File: config.mk
export PLATFORM = sky130hd
export DESIGN_NAME = seg7_scan_driver_flat
export DESIGN_NICKNAME = d
export VERILOG_FILES = /design/src/rtl/seg7_pkg.sv /design/src/rtl/seg7_scan_driver_if.sv /design/src/rtl/seg7_glyph.sv /design/src/rtl/seg7_scan_driver.sv /design/src/flat_wrapper.sv
export SDC_FILE = /design/constraint.sdc
export NUM_CORES = 1
export LEC_CHECK = 0
export ABC_CLOCK_PERIOD_IN_PS = 2600
export CAP_MARGIN = 20
export CELL_PAD_IN_SITES_DETAIL_PLACEMENT = 1
export CELL_PAD_IN_SITES_GLOBAL_PLACEMENT = 2
export CORE_MARGIN = 3
export CORE_UTILIZATION = 30
export DETAILED_ROUTE_END_ITERATION = 10
export PLACE_DENSITY = 0.64
export SYNTH_ARGS = -nofsm -noshare
export SYNTH_HDL_FRONTEND = slang
export SYNTH_SLANG_ARGS = --single-unit
File: constraint.sdc
create_clock -name clk -period 2.6 [get_ports clk]
set_input_delay 0.52 -clock clk [delete_from_list [all_inputs] [get_ports clk]]
set_output_delay 0.52 -clock clk [all_outputs]
set_load 0.05 [all_outputs]
File: src/rtl/seg7_pkg.sv
// seg7_pkg: shared constants for the 7-segment scan driver.
//   - 7-bit glyph patterns (SEG[7:1] order a..g, active low) for nibbles 0..F
//   - GLYPH_BLANK for a dark digit
//   - bit positions of each segment inside the 8-bit SEG bus
//   - lz_mask(): per-digit leading-zero flags for an N-digit value
package seg7_pkg;

  localparam logic [6:0] GLYPH_0     = 7'b0000001;
  localparam logic [6:0] GLYPH_1     = 7'b1001111;
  localparam logic [6:0] GLYPH_2     = 7'b0010010;
  localparam logic [6:0] GLYPH_3     = 7'b0000110;
  localparam logic [6:0] GLYPH_4     = 7'b1001100;
  localparam logic [6:0] GLYPH_5     = 7'b0100100;
  localparam logic [6:0] GLYPH_6     = 7'b0100000;
  localparam logic [6:0] GLYPH_7     = 7'b0001111;
  localparam logic [6:0] GLYPH_8     = 7'b0000000;
  localparam logic [6:0] GLYPH_9     = 7'b0000100;
  localparam logic [6:0] GLYPH_A     = 7'b0001000;
  localparam logic [6:0] GLYPH_B     = 7'b1100000;
  localparam logic [6:0] GLYPH_C     = 7'b0110001;
  localparam logic [6:0] GLYPH_D     = 7'b1000010;
  localparam logic [6:0] GLYPH_E     = 7'b0110000;
  localparam logic [6:0] GLYPH_F     = 7'b0111000;
  localparam logic [6:0] GLYPH_BLANK = 7'b1111111;

  localparam int SEG_A  = 7;
  localparam int SEG_B  = 6;
  localparam int SEG_C  = 5;
  localparam int SEG_D  = 4;
  localparam int SEG_E  = 3;
  localparam int SEG_F  = 2;
  localparam int SEG_G  = 1;
  localparam int SEG_DP = 0;

  // Bit i of the result is 1 when nibbles n-1 down to i of v are all zero.
  // Bits at or above n are 0. Supports up to 8 digits.
  function automatic logic [7:0] lz_mask(input logic [31:0] v, input int n);
    logic       run;
    logic [7:0] m;
    run = 1'b1;
    m   = '0;
    for (int i = 7; i >= 0; i--) begin
      if (i < n) begin
        run  = run & (v[4*i +: 4] == 4'h0);
        m[i] = run;
      end
    end
    return m;
  endfunction

endpackage

File: src/rtl/seg7_scan_driver_if.sv
// seg7_scan_driver_if: value/control inputs and display pins of the scan driver.
//   value    : 4*N_DIGITS nibbles, nibble 0 = rightmost digit
//   dp_in    : per-digit decimal point request
//   load     : single-cycle capture strobe for value/dp_in
//   hex_mode : show A..F for nibbles 10..15 (else blank)
//   blank_lz : suppress leading zeros
//   seg      : active-low segments, bit7=a .. bit1=g, bit0=dp
//   digit    : active-low digit selects
//   frame    : one-cycle pulse after each frame boundary
interface seg7_scan_driver_if #(
  parameter int N_DIGITS = 4
) ();
  logic [4*N_DIGITS-1:0] value;
  logic [N_DIGITS-1:0]   dp_in;
  logic                  load;
  logic                  hex_mode;
  logic                  blank_lz;
  logic [7:0]            seg;
  logic [N_DIGITS-1:0]   digit;
  logic                  frame;

  modport master (
    output value, dp_in, load, hex_mode, blank_lz,
    input  seg, digit, frame
  );

  modport slave (
    input  value, dp_in, load, hex_mode, blank_lz,
    output seg, digit, frame
  );
endinterface

File: src/rtl/seg7_glyph.sv
// seg7_glyph: combinational nibble -> 7-segment pattern (a..g, active low).
//   nibble   : value to show
//   hex_mode : 1 = 10..15 render as A,b,C,d,E,F; 0 = they render blank
//   pattern  : SEG[7:1] pattern
import seg7_pkg::*;

module seg7_glyph (
  input  logic [3:0] nibble,
  input  logic       hex_mode,
  output logic [6:0] pattern
);

  logic [6:0] hex_pat;

  always_comb begin
    hex_pat = GLYPH_BLANK;
    case (nibble)
      4'hA:    hex_pat = GLYPH_A;
      4'hB:    hex_pat = GLYPH_B;
      4'hC:    hex_pat = GLYPH_C;
      4'hD:    hex_pat = GLYPH_D;
      4'hE:    hex_pat = GLYPH_E;
      4'hF:    hex_pat = GLYPH_F;
      default: hex_pat = GLYPH_BLANK;
    endcase
  end

  always_comb begin
    pattern = GLYPH_BLANK;
    case (nibble)
      4'h0:    pattern = GLYPH_0;
      4'h1:    pattern = GLYPH_1;
      4'h2:    pattern = GLYPH_2;
      4'h3:    pattern = GLYPH_3;
      4'h4:    pattern = GLYPH_4;
      4'h5:    pattern = GLYPH_5;
      4'h6:    pattern = GLYPH_6;
      4'h7:    pattern = GLYPH_7;
      4'h8:    pattern = GLYPH_8;
      4'h9:    pattern = GLYPH_9;
      default: pattern = hex_mode ? hex_pat : GLYPH_BLANK;
    endcase
  end

endmodule

File: src/rtl/seg7_scan_driver.sv
// seg7_scan_driver: time-multiplexed driver for an N-digit common-anode
// 7-segment display with active-low segment and digit lines.
//   clk : system clock, rising edge
//   rst : asynchronous active-high reset
//   bus : seg7_scan_driver_if.slave (value/dp_in/load/hex_mode/blank_lz in,
//         seg/digit/frame out)
// Each digit slot lasts CLK_DIV clocks; the first clock of every slot is
// dark on all lines so the previous digit's segments cannot ghost onto the
// next one. The displayed value is double-buffered and only swaps at frame
// boundaries.
import seg7_pkg::*;

module seg7_scan_driver #(
  parameter int N_DIGITS = 4,
  parameter int CLK_DIV  = 50000
) (
  input  logic              clk,
  input  logic              rst,
  seg7_scan_driver_if.slave bus
);

  localparam int PW = (CLK_DIV > 1) ? $clog2(CLK_DIV) : 1;
  localparam int IW = (N_DIGITS > 1) ? $clog2(N_DIGITS) : 1;
  localparam int VW = 4 * N_DIGITS;

  localparam logic [PW-1:0] PRE_LAST = PW'(CLK_DIV - 1);
  localparam logic [IW-1:0] IDX_LAST = IW'(N_DIGITS - 1);

  logic [PW-1:0]       pre_q;
  logic [IW-1:0]       idx_q;
  logic [VW-1:0]       act_val_q;
  logic [VW-1:0]       shd_val_q;
  logic [N_DIGITS-1:0] act_dp_q;
  logic [N_DIGITS-1:0] shd_dp_q;
  logic                pending_q;
  logic [7:0]          seg_q;
  logic [N_DIGITS-1:0] digit_q;
  logic                frame_q;

  logic                tick;
  logic                boundary;
  logic [3:0]          cur_nibble;
  logic                cur_dp;
  logic [7:0]          lz;
  logic                cur_lz_blank;
  logic [6:0]          glyph;
  logic [6:0]          cur_pattern;

  assign tick     = (pre_q == PRE_LAST);
  assign boundary = tick && (idx_q == IDX_LAST);

  always_ff @(posedge clk or posedge rst) begin
    if (rst) begin
      pre_q <= '0;
      idx_q <= '0;
    end else if (tick) begin
      pre_q <= '0;
      idx_q <= (idx_q == IDX_LAST) ? '0 : idx_q + 1'b1;
    end else begin
      pre_q <= pre_q + 1'b1;
    end
  end

  // A load landing exactly on the boundary goes straight to the active
  // buffer; anything staged earlier in that frame is superseded.
  always_ff @(posedge clk or posedge rst) begin
    if (rst) begin
      act_val_q <= '0;
      act_dp_q  <= '0;
      shd_val_q <= '0;
      shd_dp_q  <= '0;
      pending_q <= 1'b0;
    end else if (bus.load && boundary) begin
      act_val_q <= bus.value;
      act_dp_q  <= bus.dp_in;
      pending_q <= 1'b0;
    end else begin
      if (boundary && pending_q) begin
        act_val_q <= shd_val_q;
        act_dp_q  <= shd_dp_q;
        pending_q <= 1'b0;
      end
      if (bus.load) begin
        shd_val_q <= bus.value;
        shd_dp_q  <= bus.dp_in;
        pending_q <= 1'b1;
      end
    end
  end

  // Shifts instead of variable part-selects keep the mux safe for digit
  // counts that are not a power of two.
  assign cur_nibble = 4'(act_val_q >> {idx_q, 2'b00});
  assign cur_dp     = 1'(act_dp_q >> idx_q);
  assign lz         = lz_mask(32'(act_val_q), N_DIGITS);

  assign cur_lz_blank = bus.blank_lz && (idx_q != '0) && 1'(lz >> idx_q);

  seg7_glyph u_glyph (
    .nibble   (cur_nibble),
    .hex_mode (bus.hex_mode),
    .pattern  (glyph)
  );

  assign cur_pattern = cur_lz_blank ? GLYPH_BLANK : glyph;

  always_ff @(posedge clk or posedge rst) begin
    if (rst) begin
      seg_q   <= 8'hFF;
      digit_q <= '1;
      frame_q <= 1'b0;
    end else begin
      frame_q <= boundary;
      if (pre_q == '0) begin
        seg_q   <= 8'hFF;
        digit_q <= '1;
      end else begin
        seg_q[SEG_A:SEG_G] <= cur_pattern;
        seg_q[SEG_DP]      <= ~cur_dp;
        digit_q            <= ~(N_DIGITS'(1) << idx_q);
      end
    end
  end

  assign bus.seg   = seg_q;
  assign bus.digit = digit_q;
  assign bus.frame = frame_q;

endmodule

File: src/flat_wrapper.sv
// flat-port wrapper written by rule: the top's interface ports become plain ports
module seg7_scan_driver_flat 
#(
  parameter int N_DIGITS = 4,
  parameter int CLK_DIV  = 50000
)
  (clk, rst, bus_value, bus_dp_in, bus_load, bus_hex_mode, bus_blank_lz, bus_seg, bus_digit, bus_frame);
  seg7_scan_driver_if #(.N_DIGITS(N_DIGITS)) bus_i ();
  input  logic clk;
  input  logic rst;
  input wire logic [$bits(bus_i.value)-1:0] bus_value;
  input wire logic [$bits(bus_i.dp_in)-1:0] bus_dp_in;
  input wire logic [$bits(bus_i.load)-1:0] bus_load;
  input wire logic [$bits(bus_i.hex_mode)-1:0] bus_hex_mode;
  input wire logic [$bits(bus_i.blank_lz)-1:0] bus_blank_lz;
  output wire logic [$bits(bus_i.seg)-1:0] bus_seg;
  output wire logic [$bits(bus_i.digit)-1:0] bus_digit;
  output wire logic [$bits(bus_i.frame)-1:0] bus_frame;
  assign bus_i.value = bus_value;
  assign bus_i.dp_in = bus_dp_in;
  assign bus_i.load = bus_load;
  assign bus_i.hex_mode = bus_hex_mode;
  assign bus_i.blank_lz = bus_blank_lz;
  assign bus_seg = bus_i.seg;
  assign bus_digit = bus_i.digit;
  assign bus_frame = bus_i.frame;
  seg7_scan_driver #(.N_DIGITS(N_DIGITS), .CLK_DIV(CLK_DIV)) u_core (.clk(clk), .rst(rst), .bus(bus_i));
endmodule
# Word level (Yosys, flattened, before mapping)
# Index checks and enable logic that the tools add are counted.
# totals
reg_bits	72
inputBits	25
output_inout_bits	13
elab_cells	69
# classes
addsub	2
eq_ne	17
shifts	4
mux	15
n_bitwise	6
n_reduce_logical	15
# op_table
operator	n
7-bit one-hot mux with 10 select lines	1
16-bit two-way mux	3
7-bit one-hot mux with 6 select lines	1
4-bit == test (second input constant)	8
4-bit logical NOT	5
16-bit by 1-bit adder with 16-bit output (second input constant)	1
16-bit == test (second input constant)	1
4-bit by 3-bit == test with 1-bit output (second input constant)	4
16-bit logical NOT	1
16-bit by 4-bit right shift with 4-bit output	1
7-bit two-way mux	2
4-bit two-way mux	3
4-bit by 2-bit == test with 1-bit output (second input constant)	2
8-bit two-way mux	1
4-bit by 2-bit right shift with 1-bit output	2
1-bit logical AND	5
4-bit by 1-bit == test with 1-bit output (second input constant)	1
4-bit inverter	1
2-bit nonzero test	2
1-bit by 2-bit << shifter with 4-bit output (first input constant)	1
1-bit bitwise AND	3
1-bit two-way mux	3
3-bit nonzero test	1
2-bit by 1-bit adder with 2-bit output (second input constant)	1
4 further kinds	5

# Logic depth before layout (Yosys ltp)
# Gate-level depths: netlist (run 1).
# depth
depth_word	8
ltp_mapped	8
ltp_nobuf	7

# Modules after synthesis
# Synthesis (run 1) repeated with hierarchy kept, for this count alone.
# hier_totals
hier_cells	306
hier_area_um2	3480.8
# modules_own_cells
mod	instances	cells_each	area_per_inst_um2	seq_area_each_um2
seg7_scan_driver	1	267	3224.3	1816.7
seg7_glyph	1	39	256.5	0.0

# Worst setup path after synthesis (run 1)
# Ideal clock, no wire load.
# synth_path
path_type	reg-to-reg
startpoint	register u_core.pre_q[0]
endpoint	register u_core.shd_dp_q[0]
setup_ns	0.128
t_arrival_ns	1.871
required_time_ns	2.472
setup_slack_ns	0.601
stages_incl_launch_ff	8
path_buffers	1
synth_period_minus_slack_ns	1.999
cell_sequence	dfrtp_1 > ha_1 > and4_1 > and4_1 > and2_1 > nor2_1 > buf_2 > mux2_1
# synth_between
elab_chain_cells	5
# synth_lines
element	line_no	rtl
start: declaration	seg7_scan_driver.sv:29	logic [PW-1:0] pre_q;
start signal: assignment	seg7_scan_driver.sv:60	pre_q <= pre_q + 1'b1;
16-bit == test	seg7_scan_driver.sv:49	assign tick = (pre_q == PRE_LAST);
1-bit logical AND	seg7_scan_driver.sv:50	assign boundary = tick && (idx_q == IDX_LAST);
net u_core.boundary	seg7_scan_driver.sv:41	logic boundary;
1-bit logical AND	seg7_scan_driver.sv:73	end else if (bus.load && boundary) begin
1-bit inverter (no line)	-	
2-bit AND reduction (no line)	-	
end signal: assignment	seg7_scan_driver.sv:85	shd_dp_q <= bus.dp_in;
end: declaration	seg7_scan_driver.sv:34	logic [N_DIGITS-1:0] shd_dp_q;
# The timed path passes the listed nets, and every way through them passes these cells.
# A chain may end at the register's enable or synchronous reset.

# Worst setup path after layout (run 1)
# layout_path
startpoint	register u_core.idx_q[0]
endpoint	register u_core.act_val_q[0]
# layout_between
elab_chain_cells	4
elab_cells_between_ends	6
classes_between	1 x eq/ne; 1 x mux; 4 x reduce/logical
# layout_lines
element	line_no	rtl
start: declaration	seg7_scan_driver.sv:30	logic [IW-1:0] idx_q;
start signal: assignment	seg7_scan_driver.sv:58	idx_q <= (idx_q == IDX_LAST) ? '0 : idx_q + 1'b1;
2-bit == test *	seg7_scan_driver.sv:50	
1-bit logical AND *	seg7_scan_driver.sv:50	
1-bit logical AND, on equally long branches	seg7_scan_driver.sv:73, seg7_scan_driver.sv:78	
16-bit two-way mux or 2-bit nonzero test (tied branches)	-	
end signal: assignment	seg7_scan_driver.sv:74	act_val_q <= bus.value;
end signal: assignment	seg7_scan_driver.sv:79	act_val_q <= shd_val_q;
end: declaration	seg7_scan_driver.sv:31	logic [VW-1:0] act_val_q;
# Mark *: on every way between the ends. The rest lies on a longest branch, timed or not.

==> results of run 1 <==
worst max-delay path, stage by stage, from the launching register on:
cell and delay, ns:
dfrtp_2 0.53, ha_1 0.25, nor4b_1 0.27, nand4_1 0.22
or2_1 0.55, a22oi_1 0.31, nand2_1 0.08
cells in the mapped netlist (all sizes together), types with 3 or more instances:
cell	instances	area, um^2
dfrtp	60	1500
dfstp	12	315
nor2	21	93.8
clkbuf	7	26.3
mux2	21	236
ha	6	75.1
xor2	10	87.6
nor3	3	15.0
o21ai	4	23.8
and3	4	25.0
nand2	59	224
nand4	5	31.3
and4	5	43.8
nand3	6	30.0
xnor2	5	43.8
nor4b	3	26.3
mux4	5	116
inv	10	37.5
buf	4	25.0
a22oi	20	150
nor4	5	37.5
nor2b	5	38.8
how the worst max path moves through the flow:
| stage | start | slack (ns) | cells past startpoint | to |
|---|---|---|---|---|
| after floorplan | rst | 0.27 | 1 | u_core.act_dp_q[0] |
| after global placement | u_core.idx_q[0] | 0.29 | 6 | u_core.act_val_q[5] |
| after detailed placement | u_core.idx_q[0] | 0.10 | 6 | u_core.act_val_q[0] |
| after CTS | u_core.idx_q[0] | 0.09 | 6 | u_core.act_val_q[0] |
| after global routing | u_core.idx_q[0] | 0.008 | 6 | u_core.act_val_q[0] |
| final | u_core.idx_q[0] | 0.26 | 6 | u_core.act_val_q[0] |
layout by cell type, fill, tap and decap left out, types with 4 or more instances in the layout:
cell	n
nor2b_1	4
a22oi_1	20
and4_1	5
nand4_1	5
buf_4	6
mux2_1	20
clkdlybuf4s50_1	37
mux4_2	4
ha_1	6
xnor2_1	5
nand2_1	58
dfrtp_1	59
nand3_1	6
nor2_1	19
clkbuf_8	10
dfstp_2	12
and3_1	4
inv_1	9
xor2_1	10
nor4_1	4
sequential cells by signal, summed over array words and instances (netlist names):
signal,count
u_core.idx_q,2
u_core.shd_val_q,16
u_core.bus.seg,8
u_core.shd_dp_q,4
u_core.bus.digit,4
u_core.act_dp_q,4
u_core.pending_q,1
u_core.bus.frame,1
u_core.act_val_q,16
u_core.pre_q,16
cells by family (layout without fill, tap and decap cells):
group / Yosys count / after routing / share of synthesized area (%)
compound gates: 32 / 32 / 6.90
xor+xnor: 15 / 15 / 3.96
flops: 72 / 72 / 54.8
buf+inv: 21 / 71 / 2.68
mux: 27 / 27 / 10.9
simple gates: 121 / 121 / 18.2
fa+ha+maj: 7 / 7 / 2.57
per-layer routing:
| layer | share of wire, % | vias up | track usage (%) |
|---|---|---|---|
| li1 | - | 1118 | - |
| met1 | 48 | 1177 | 17.0 |
| met2 | 48 | 34 | 21.0 |
| met3 | 3.2 | 7 | 3.17 |
| met4 | 0.86 | 0 | 4.14 |
| met5 | 0 | - | 0 |
power by group:
part | internal [mW] | switching, mW | leakage, nW | total (mW)
logic | 0.109 | 0.129 | 0.821 | 0.239
registers | 1.19 | 0.0316 | 0.875 | 1.22
clock network | 0.570 | 0.451 | 0.109 | 1.02
cell type report:
type / instances / area share, %
clock buffers: 10 / 3.33
clock inverters: 6 / 2.24
inverters: 10 / 0.909
multi-input cells: 202 / 34.3
flip-flops and latches: 72 / 44.0
well taps: 136 / 4.12
repair buffers: 45 / 11.0
through the flow:
| step | power [mW] | std cells |
|---|---|---|
| 2_1_floorplan | 1.38 | 295 |
| 3_5_place_dp | 1.48 | 465 |
| 5_1_grt | 2.59 | 481 |
| 6_report | 2.48 | 481 |
| 3_3_place_gp | 1.48 | 465 |
| 4_1_cts | 2.52 | 481 |
==> reports/results.ini, run 1 <==
[outcome]
run_status=completed

[logic_synthesis]
ys.warnings.count=0
synth_enable_flop_cells=0
ys_seq_area_share_pct=54.8
ys.flop_type=dfrtp_1
synthesis.area_mm2=0.00332
synth_cell_types=44
syn_inst=295
synth_area_per_cell_um2=11.2
ys_async_sr_fraction_pct=100
ys_ff_latch=72
synth.net_count=326

[worst_setup_path]
crit_required_ns=2.83
endpoint_kind=register
reg2reg_to=u_core.act_val_q[0]
rr_worst_depth=6
critPathKind=reg -> reg
cp_max_fo=20
r2r_slack_ns=0.26
timing.rr.start=u_core.idx_q[0]
arrival_ns=2.57
start_kind=register

[routing]
routed_wl_um=7590
dr.pass1.iters=4
wl_per_cell_um=15.8
vias=2336
vias_per_cell=4.86
drc=0
ant_nets=0
drt_iter0_drc=89

[clock_network]
holdBufCountCts=0
cts.clk_slew.worst_paths_ns=0.08
root_buffer=clkbuf_8
cts_tree=done
cts_resized=0
cts_sinks=72
clk_latency_ns=0.35
cts-htree-levels=3
clk_path_buf_depth=2
post-cts-setup-buffers=0
numCtsBuffers=9

[cells_and_area]
multi_input_area_mm2=0.00142
syn2layout_area_growth_pct=24.4
utilization_pct=39.1
fin_area_mm2=0.00413
fin_nets=371
antenna_cells=0
fillers=1185
drive_above_1_share_pct=14.8
area.sequential_mm2=0.00182

[floorplanning]
die_h_um=111
floorplan.initialDensity_pct=31.4
core-area_mm2=0.0106
die_area_mm2=0.0124
row_count=37
die_x_um=111
ios=38

[timing]
rsz0062_at_grt=no
maxSlewViolCount=0
worst_pin_slew_ns=0.770
setup_violations=0
layout_setup_ws_ns=0.255
finalCritPeriodShare_pct=90.2
hold_viol_final=0
relSlewSlack_pct=48.6
skew_ns=0.0144
hold_slack_ns=0.472
tns_ns=0
fmax_mhz=426
final.min_clock_period_ns=2.34

[placed_design]
dpl.hpwl_um=5300
place_area_mm2=0.00390
place_ws_ns=0.100
place_congestion=0.754
port_buffers=37

[global_routing]
grt_pass1_wl_um=12900
grt_overflow=0
grt_pass1_vias=2532
grt_max_degree=73
grtUsageTotal_pct=12.9
antenna_found_initial=0

[power_and_ir_drop]
ir_drop_mv=0.300
powerDensity_mw_per_mm2=600
power_leakage_nw=1.81

[min_path]
hold_depth=2
min_from=u_core.shd_val_q[10]
hold_path_class=reg -> reg
min_to=u_core.act_val_q[10]

[flow_run]
max-cap-violations=0

No activity file was read; power rests on OpenSTA's default activity.
==> run 2, diff against run 1 <==
--- a/config.mk
+++ b/config.mk
@@ -9,10 +9,10 @@
 export CAP_MARGIN = 20
 export CELL_PAD_IN_SITES_DETAIL_PLACEMENT = 1
 export CELL_PAD_IN_SITES_GLOBAL_PLACEMENT = 2
-export CORE_MARGIN = 3
-export CORE_UTILIZATION = 30
+export CORE_UTILIZATION = 25
+export CTS_BUF_LIST = sky130_fd_sc_hd__clkbuf_8
 export DETAILED_ROUTE_END_ITERATION = 10
-export PLACE_DENSITY = 0.64
+export PLACE_DENSITY = 0.55
 export SYNTH_ARGS = -nofsm -noshare
 export SYNTH_HDL_FRONTEND = slang
 export SYNTH_SLANG_ARGS = --single-unit
==> run 2 against run 1 <==
  * Non-clock buffer count rose by 1
  * Core utilization is 6.7 points lower
  * Wire length rose by 4.9%
  * Critical path depth unchanged
  * Global-route usage up 0.31 points
  * Combinational power rose by 2%
  * Largest cell class unchanged
  * Clock power shrank 16%
  * Critical endpoint is now u_core.act_val_q[14]
  * Via count rose by 0.68%
==> reports/results.ini, run 2 (synthesized netlist as in run 1, its figures left out) <==
[outcome]
run_status=completed

[worst_setup_path]
crit_required_ns=2.85  ; +0.02 ns
timing.rr.start=u_core.idx_q[0]
cp_num_buf_inv=0  ; unchanged
critPathKind=reg -> reg
arrival_ns=2.53  ; -0.04 ns
crit_slowest_cell=dfrtp_1
start_kind=register
crit_path_cell_trace=ha_1 > nor4b_1 > nand4_1 > or2_2 > a22oi_1 > nand2_1
reg2reg_to=u_core.act_val_q[14]
cp_slowest_stage_delay_ns=0.63  ; +0.08 ns
rr_worst_depth=6  ; unchanged
cpLargestDelayFamily=simple AND/OR/NAND/NOR gates
cp_max_fo=20  ; unchanged
endpoint_kind=register
r2r_slack_ns=0.31  ; +0.06 ns

[clock_network]
cts_sinks=72  ; unchanged
cts-htree-levels=3  ; unchanged
numCtsBuffers=9  ; unchanged
post-cts-setup-buffers=0  ; unchanged
cts_resized=0  ; unchanged
holdBufCountCts=0  ; unchanged
clk_path_buf_depth=2  ; unchanged
cts.clk_slew.worst_paths_ns=0.08  ; about the same
root_buffer=clkbuf_8
cts_tree=done
clk_latency_ns=0.36  ; about the same

[cells_and_area]
final_common_cell=dfrtp_1
fin_area_mm2=0.00414  ; +0.33%
final_cell_mix=60 x dfrtp_1, 58 x nand2_1, 37 x clkdlybuf4s50_1, 20 x mux2_1, 20 x a22oi_1
fillers=1420  ; +20%
drive_above_1_share_pct=14.2  ; -0.62 points
fin_nets=372  ; +0.27%
syn2layout_area_growth_pct=24.9
largest_registers=u_core.act_val_q x16, u_core.pre_q x16, u_core.shd_val_q x16
antenna_cells=0  ; unchanged
multi_input_area_mm2=0.00142  ; unchanged
area.sequential_mm2=0.00182  ; about the same

[min_path]
min_from=u_core.shd_dp_q[1]
min_to=u_core.act_dp_q[1]
hold_path_class=reg -> reg
hold_depth=2  ; unchanged

[routing]
dr.pass1.iters=4  ; unchanged
ant_nets=0  ; unchanged
vias_per_cell=4.54  ; -6.5%
drc=0  ; unchanged
wl_per_cell_um=15.4  ; -2.6%
routed_wl_um=7960  ; +4.9%
vias=2352  ; +0.68%
drt_iter0_drc=84  ; -5.6%

[timing]
finalCritPeriodShare_pct=88.0  ; -2.2 points
final.min_clock_period_ns=2.29  ; -0.0567 ns
hold_viol_final=0  ; unchanged
rsz0062_at_grt=no
relSlewSlack_pct=59.8  ; +11 points
worst_pin_slew_ns=0.599  ; -0.171 ns
skew_ns=0.0107  ; -0.00374 ns
setup_violations=0  ; unchanged
fmax_mhz=437  ; +2.5%
maxSlewViolCount=0  ; unchanged
tns_ns=0  ; unchanged

[global_routing]
grt_overflow=0  ; unchanged
antenna_found_initial=0  ; unchanged
grt_max_degree=29  ; -60%
grt_pass1_wl_um=13300  ; +3.2%
grtUsageTotal_pct=13.2  ; +0.31 points
grt_pass1_vias=2471  ; -2.4%

[floorplanning]
core-area_mm2=0.0128  ; +21%
row_count=41  ; +11%
die_area_mm2=0.0137  ; +11%
die_x_um=117  ; +5.4%
ios=38  ; unchanged
die_h_um=117  ; +5.4%
floorplan.initialDensity_pct=26.0  ; -5.5 points

[placed_design]
place_area_mm2=0.00396  ; +1.7%
dpl.hpwl_um=5610  ; +6.0%
port_buffers=37  ; unchanged
place_congestion=0.694  ; -7.9%

[power_and_ir_drop]
power_mw=2.32  ; -6.4%
powerDensity_mw_per_mm2=560  ; -6.7%
power_leakage_nw=1.81  ; +0.51%
ir_drop_mv=0.225  ; -25%

[flow_run]
max-cap-violations=0  ; unchanged

## run 2: cell types whose count changed in the layout (fill, tap and decap cells not counted), moves of 2 or more
cell,delta
clkinv_2,+3
clkinv_4,-2
clkinvlp_4,-2
inv_1,+3
## run 2: tightest hold or removal path, stage by stage (launching register included)
cell     delay, ns
dfrtp_1       0.34
nand2_1       0.05
nand2_1       0.06
## run 2: worst max path at each step
stage	start	end	slack (ns)	cells past startpoint
6_report	u_core.idx_q[0]	u_core.act_val_q[14]	0.31	6
5_1_grt	u_core.idx_q[0]	u_core.act_val_q[0]	0.03	6
4_1_cts	u_core.idx_q[0]	u_core.act_val_q[14]	0.21	6
3_5_place_dp	u_core.idx_q[0]	u_core.act_val_q[0]	0.22	6
3_3_place_gp	u_core.idx_q[0]	u_core.act_dp_q[1]	0.22	6
2_1_floorplan	rst	u_core.act_dp_q[0]	0.27	1
## run 2: final cells by class
class | count | area share (%)
sequential | 72 | 43.9
multi-input combinational | 202 | 34.2
timing repair buffer | 46 | 11.5
tap | 172 | 5.20
clock buffer | 9 | 2.99
clock inverter | 7 | 1.36
inverter | 10 | 0.906
## run 2: stage by stage
step / utilization [%] / cells / hold WS [ns] / setup WS [ns]
6_report: 32.4 / 518 / 0.474 / 0.312
3_5_place_dp: 31.0 / 502 / 0.458 / 0.216
3_3_place_gp: 31.0 / 502 / 0.449 / 0.221
2_1_floorplan: - / 295 / 0.439 / 0.275
5_1_grt: 32.4 / 518 / 0.498 / 0.0253
4_1_cts: 32.4 / 518 / 0.479 / 0.208
## run 2: power breakdown
group | leakage (nW) | switching (mW) | internal (mW)
sequential | 0.877 | 0.0322 | 1.19
clock | 0.107 | 0.430 | 0.428
combinational | 0.831 | 0.131 | 0.112
total | 1.81 | 0.593 | 1.73
## run 2: layer usage
layer,vias to the layer above,GRT usage (%),part of all wire (%)
met2,36,20.3,46
met5,-,0,0
met1,1177,17.4,49
met4,0,7.09,2.1
li1,1125,-,-
met3,14,2.94,3.4
==> run 3, diff against run 2 <==
--- a/config.mk
+++ b/config.mk
@@ -9,10 +9,11 @@
 export CAP_MARGIN = 20
 export CELL_PAD_IN_SITES_DETAIL_PLACEMENT = 1
 export CELL_PAD_IN_SITES_GLOBAL_PLACEMENT = 2
-export CORE_UTILIZATION = 25
+export CORE_UTILIZATION = 38
 export CTS_BUF_LIST = sky130_fd_sc_hd__clkbuf_8
 export DETAILED_ROUTE_END_ITERATION = 10
-export PLACE_DENSITY = 0.55
+export PLACE_DENSITY = 0.79
+export SKIP_LAST_GASP = 1
 export SYNTH_ARGS = -nofsm -noshare
 export SYNTH_HDL_FRONTEND = slang
 export SYNTH_SLANG_ARGS = --single-unit
==> run 3 against run 2 <==
  * Fmax up 0.14%
  * Wire length down 10%
  * Sequential power about the same
  * Combinational power down 2%
  * Sequential share of layout area up 1.4 points
  * Largest power group unchanged
==> reports/results.ini, run 3 (synthesized netlist as in run 1, its figures left out) <==
[cells_and_area]
drive_above_1_share_pct=14.3  ; +0.12 points
final_common_cell=dfrtp_1
final_cell_mix=60 x dfrtp_1, 58 x nand2_1, 37 x clkdlybuf4s50_1, 20 x mux2_1, 20 x a22oi_1
syn2layout_area_growth_pct=21.1
antenna_cells=0  ; unchanged
largest_registers=u_core.act_val_q x16, u_core.pre_q x16, u_core.shd_val_q x16
utilization_pct=48.2  ; +16 points
fin_nets=371  ; -0.27%
fillers=897  ; -37%

[clock_network]
root_buffer=clkbuf_8
cts.clk_slew.worst_paths_ns=0.08  ; about the same
holdBufCountCts=0  ; unchanged
cts-htree-levels=3  ; unchanged
clk_path_buf_depth=2  ; unchanged
clk_latency_ns=0.34  ; -0.02 ns
numCtsBuffers=9  ; unchanged
cts_tree=done
cts_sinks=72  ; unchanged

[global_routing]
grt_max_degree=73  ; +150%
grt_overflow=0  ; unchanged
grt_pass1_vias=2464  ; -0.28%
grtUsageTotal_pct=17.9  ; +4.7 points
antenna_found_initial=0  ; unchanged
grt_pass1_wl_um=12300  ; -7.1%

[worst_setup_path]
crit_required_ns=2.81  ; -0.04 ns
arrival_ns=2.50  ; -0.03 ns
critPathKind=reg -> reg
cpLargestDelayFamily=simple AND/OR/NAND/NOR gates
crit_slowest_cell=dfrtp_1
start_kind=register
cp_num_buf_inv=0  ; unchanged
endpoint_kind=register
crit_path_cell_trace=ha_1 > nor4b_1 > nand4_1 > or2_2 > a22oi_1 > nand2_1
cp_max_fo=20  ; unchanged
cp_slowest_stage_delay_ns=0.60  ; -0.03 ns

[timing]
relSlewSlack_pct=58.6  ; -1.1 points
final.min_clock_period_ns=2.28  ; -0.00322 ns
hold_slack_ns=0.467  ; -0.00703 ns
finalCritPeriodShare_pct=87.9  ; -0.12 points
maxSlewViolCount=0  ; unchanged
setup_violations=0  ; unchanged
rsz0062_at_grt=no
hold_viol_final=0  ; unchanged
worst_pin_slew_ns=0.616  ; +0.0167 ns
tns_ns=0  ; unchanged
skew_ns=0.0139  ; +0.00325 ns
fmax_mhz=438  ; +0.14%

[placed_design]
place_congestion=0.730  ; +5.2%
port_buffers=37  ; unchanged
dpl.hpwl_um=5040  ; -10%

[min_path]
hold_path_class=reg -> reg

[floorplanning]
die_area_mm2=0.00911  ; -34%
die_x_um=95.4  ; -19%
die_h_um=95.4  ; -19%
ios=38  ; unchanged
floorplan.initialDensity_pct=39.8  ; +14 points
row_count=33  ; -20%
core-area_mm2=0.00834  ; -35%

[routing]
vias=2344  ; -0.34%
vias_per_cell=5.23  ; +15%
dr.pass1.iters=4  ; unchanged
drc=0  ; unchanged
wl_per_cell_um=15.9  ; +3.7%
ant_nets=0  ; unchanged
routed_wl_um=7140  ; -10%
drt_iter0_drc=71  ; -15%

[power_and_ir_drop]
power_mw=2.22  ; -4.4%
powerDensity_mw_per_mm2=552  ; -1.5%
ir_drop_mv=0.268  ; +19%
power_leakage_nw=1.78  ; -1.8%

[outcome]
run_status=completed

[flow_run]
max-cap-violations=0  ; unchanged

==> run 3: cell types whose count changed in the layout (fill, tap and decap cells not counted), sizes merged <==
cell      previous run  this run
inv                 13        10
buf                  9         8
bufinv               1         0
clkbuf               9        10
clkinvlp             0         1
==> run 3: metrics by stage <==
stage / instances / cell area, um^2 / setup WS [ns]
final: 448 / 4020 / 0.315
after global routing: 448 / 4020 / 0.0351
after CTS: 448 / 4020 / 0.179
after detailed placement: 434 / 3860 / 0.229
after global placement: 434 / 3860 / 0.323
after floorplan: 295 / 3320 / 0.275
==> run 3: timing repair <==
action                                  in CTS  in global routing
endpoints found under the setup margin       0                 11
gates resized for setup                      0                  1
buffers inserted                             0                  0
==> run 3: layer usage <==
metal / GRT usage [%] / vias up / part of all wire, %
li1: - / 1119 / -
met3: 2.95 / 12 / 3.1
met1: 25.0 / 1170 / 47
met2: 27.4 / 43 / 48
met5: 0 / - / 0
met4: 8.21 / 0 / 1.9
==> run 3: layout make-up <==
cell class	instances	area (um^2)	share of cell area, %
flip-flops and latches	72	1820	45.2
well taps	105	131	3.27
clock inverters	4	22.5	0.561
clock buffers	10	138	3.43
inverters	10	37.5	0.934
repair buffers	45	455	11.3
multi-input cells	202	1420	35.3
==> run 3: worst paths after layout <==
| kind | start | endpoint | slack (ns) | cells past startpoint |
|---|---|---|---|---|
| max in group asynchronous | rst | u_core.bus.seg[5] | 1.69 | 3 |
| max reg2reg | u_core.idx_q[0] | u_core.act_val_q[2] | 0.32 | 6 |
| min | u_core.shd_val_q[7] | u_core.act_val_q[7] | 0.47 | 2 |
| min reg2reg | u_core.shd_val_q[7] | u_core.act_val_q[7] | 0.47 | 2 |
| max | u_core.idx_q[0] | u_core.act_val_q[2] | 0.32 | 6 |
| min in group asynchronous | rst | u_core.pre_q[6] | 0.58 | 3 |
==> run 3: power breakdown <==
group / internal, mW / switching (mW) / total [mW]
Sequential: 1.19 / 0.0317 / 1.22
Clock: 0.357 / 0.405 / 0.762
Combinational: 0.109 / 0.128 / 0.237
==> run 3: worst register-to-register path, stage by stage (launching register included) <==
cell	delay [ns]
dfrtp_1	0.60
ha_1	0.28
nor4b_1	0.25
nand4_1	0.20
or2_2	0.50
a22oi_1	0.25
nand2_1	0.09
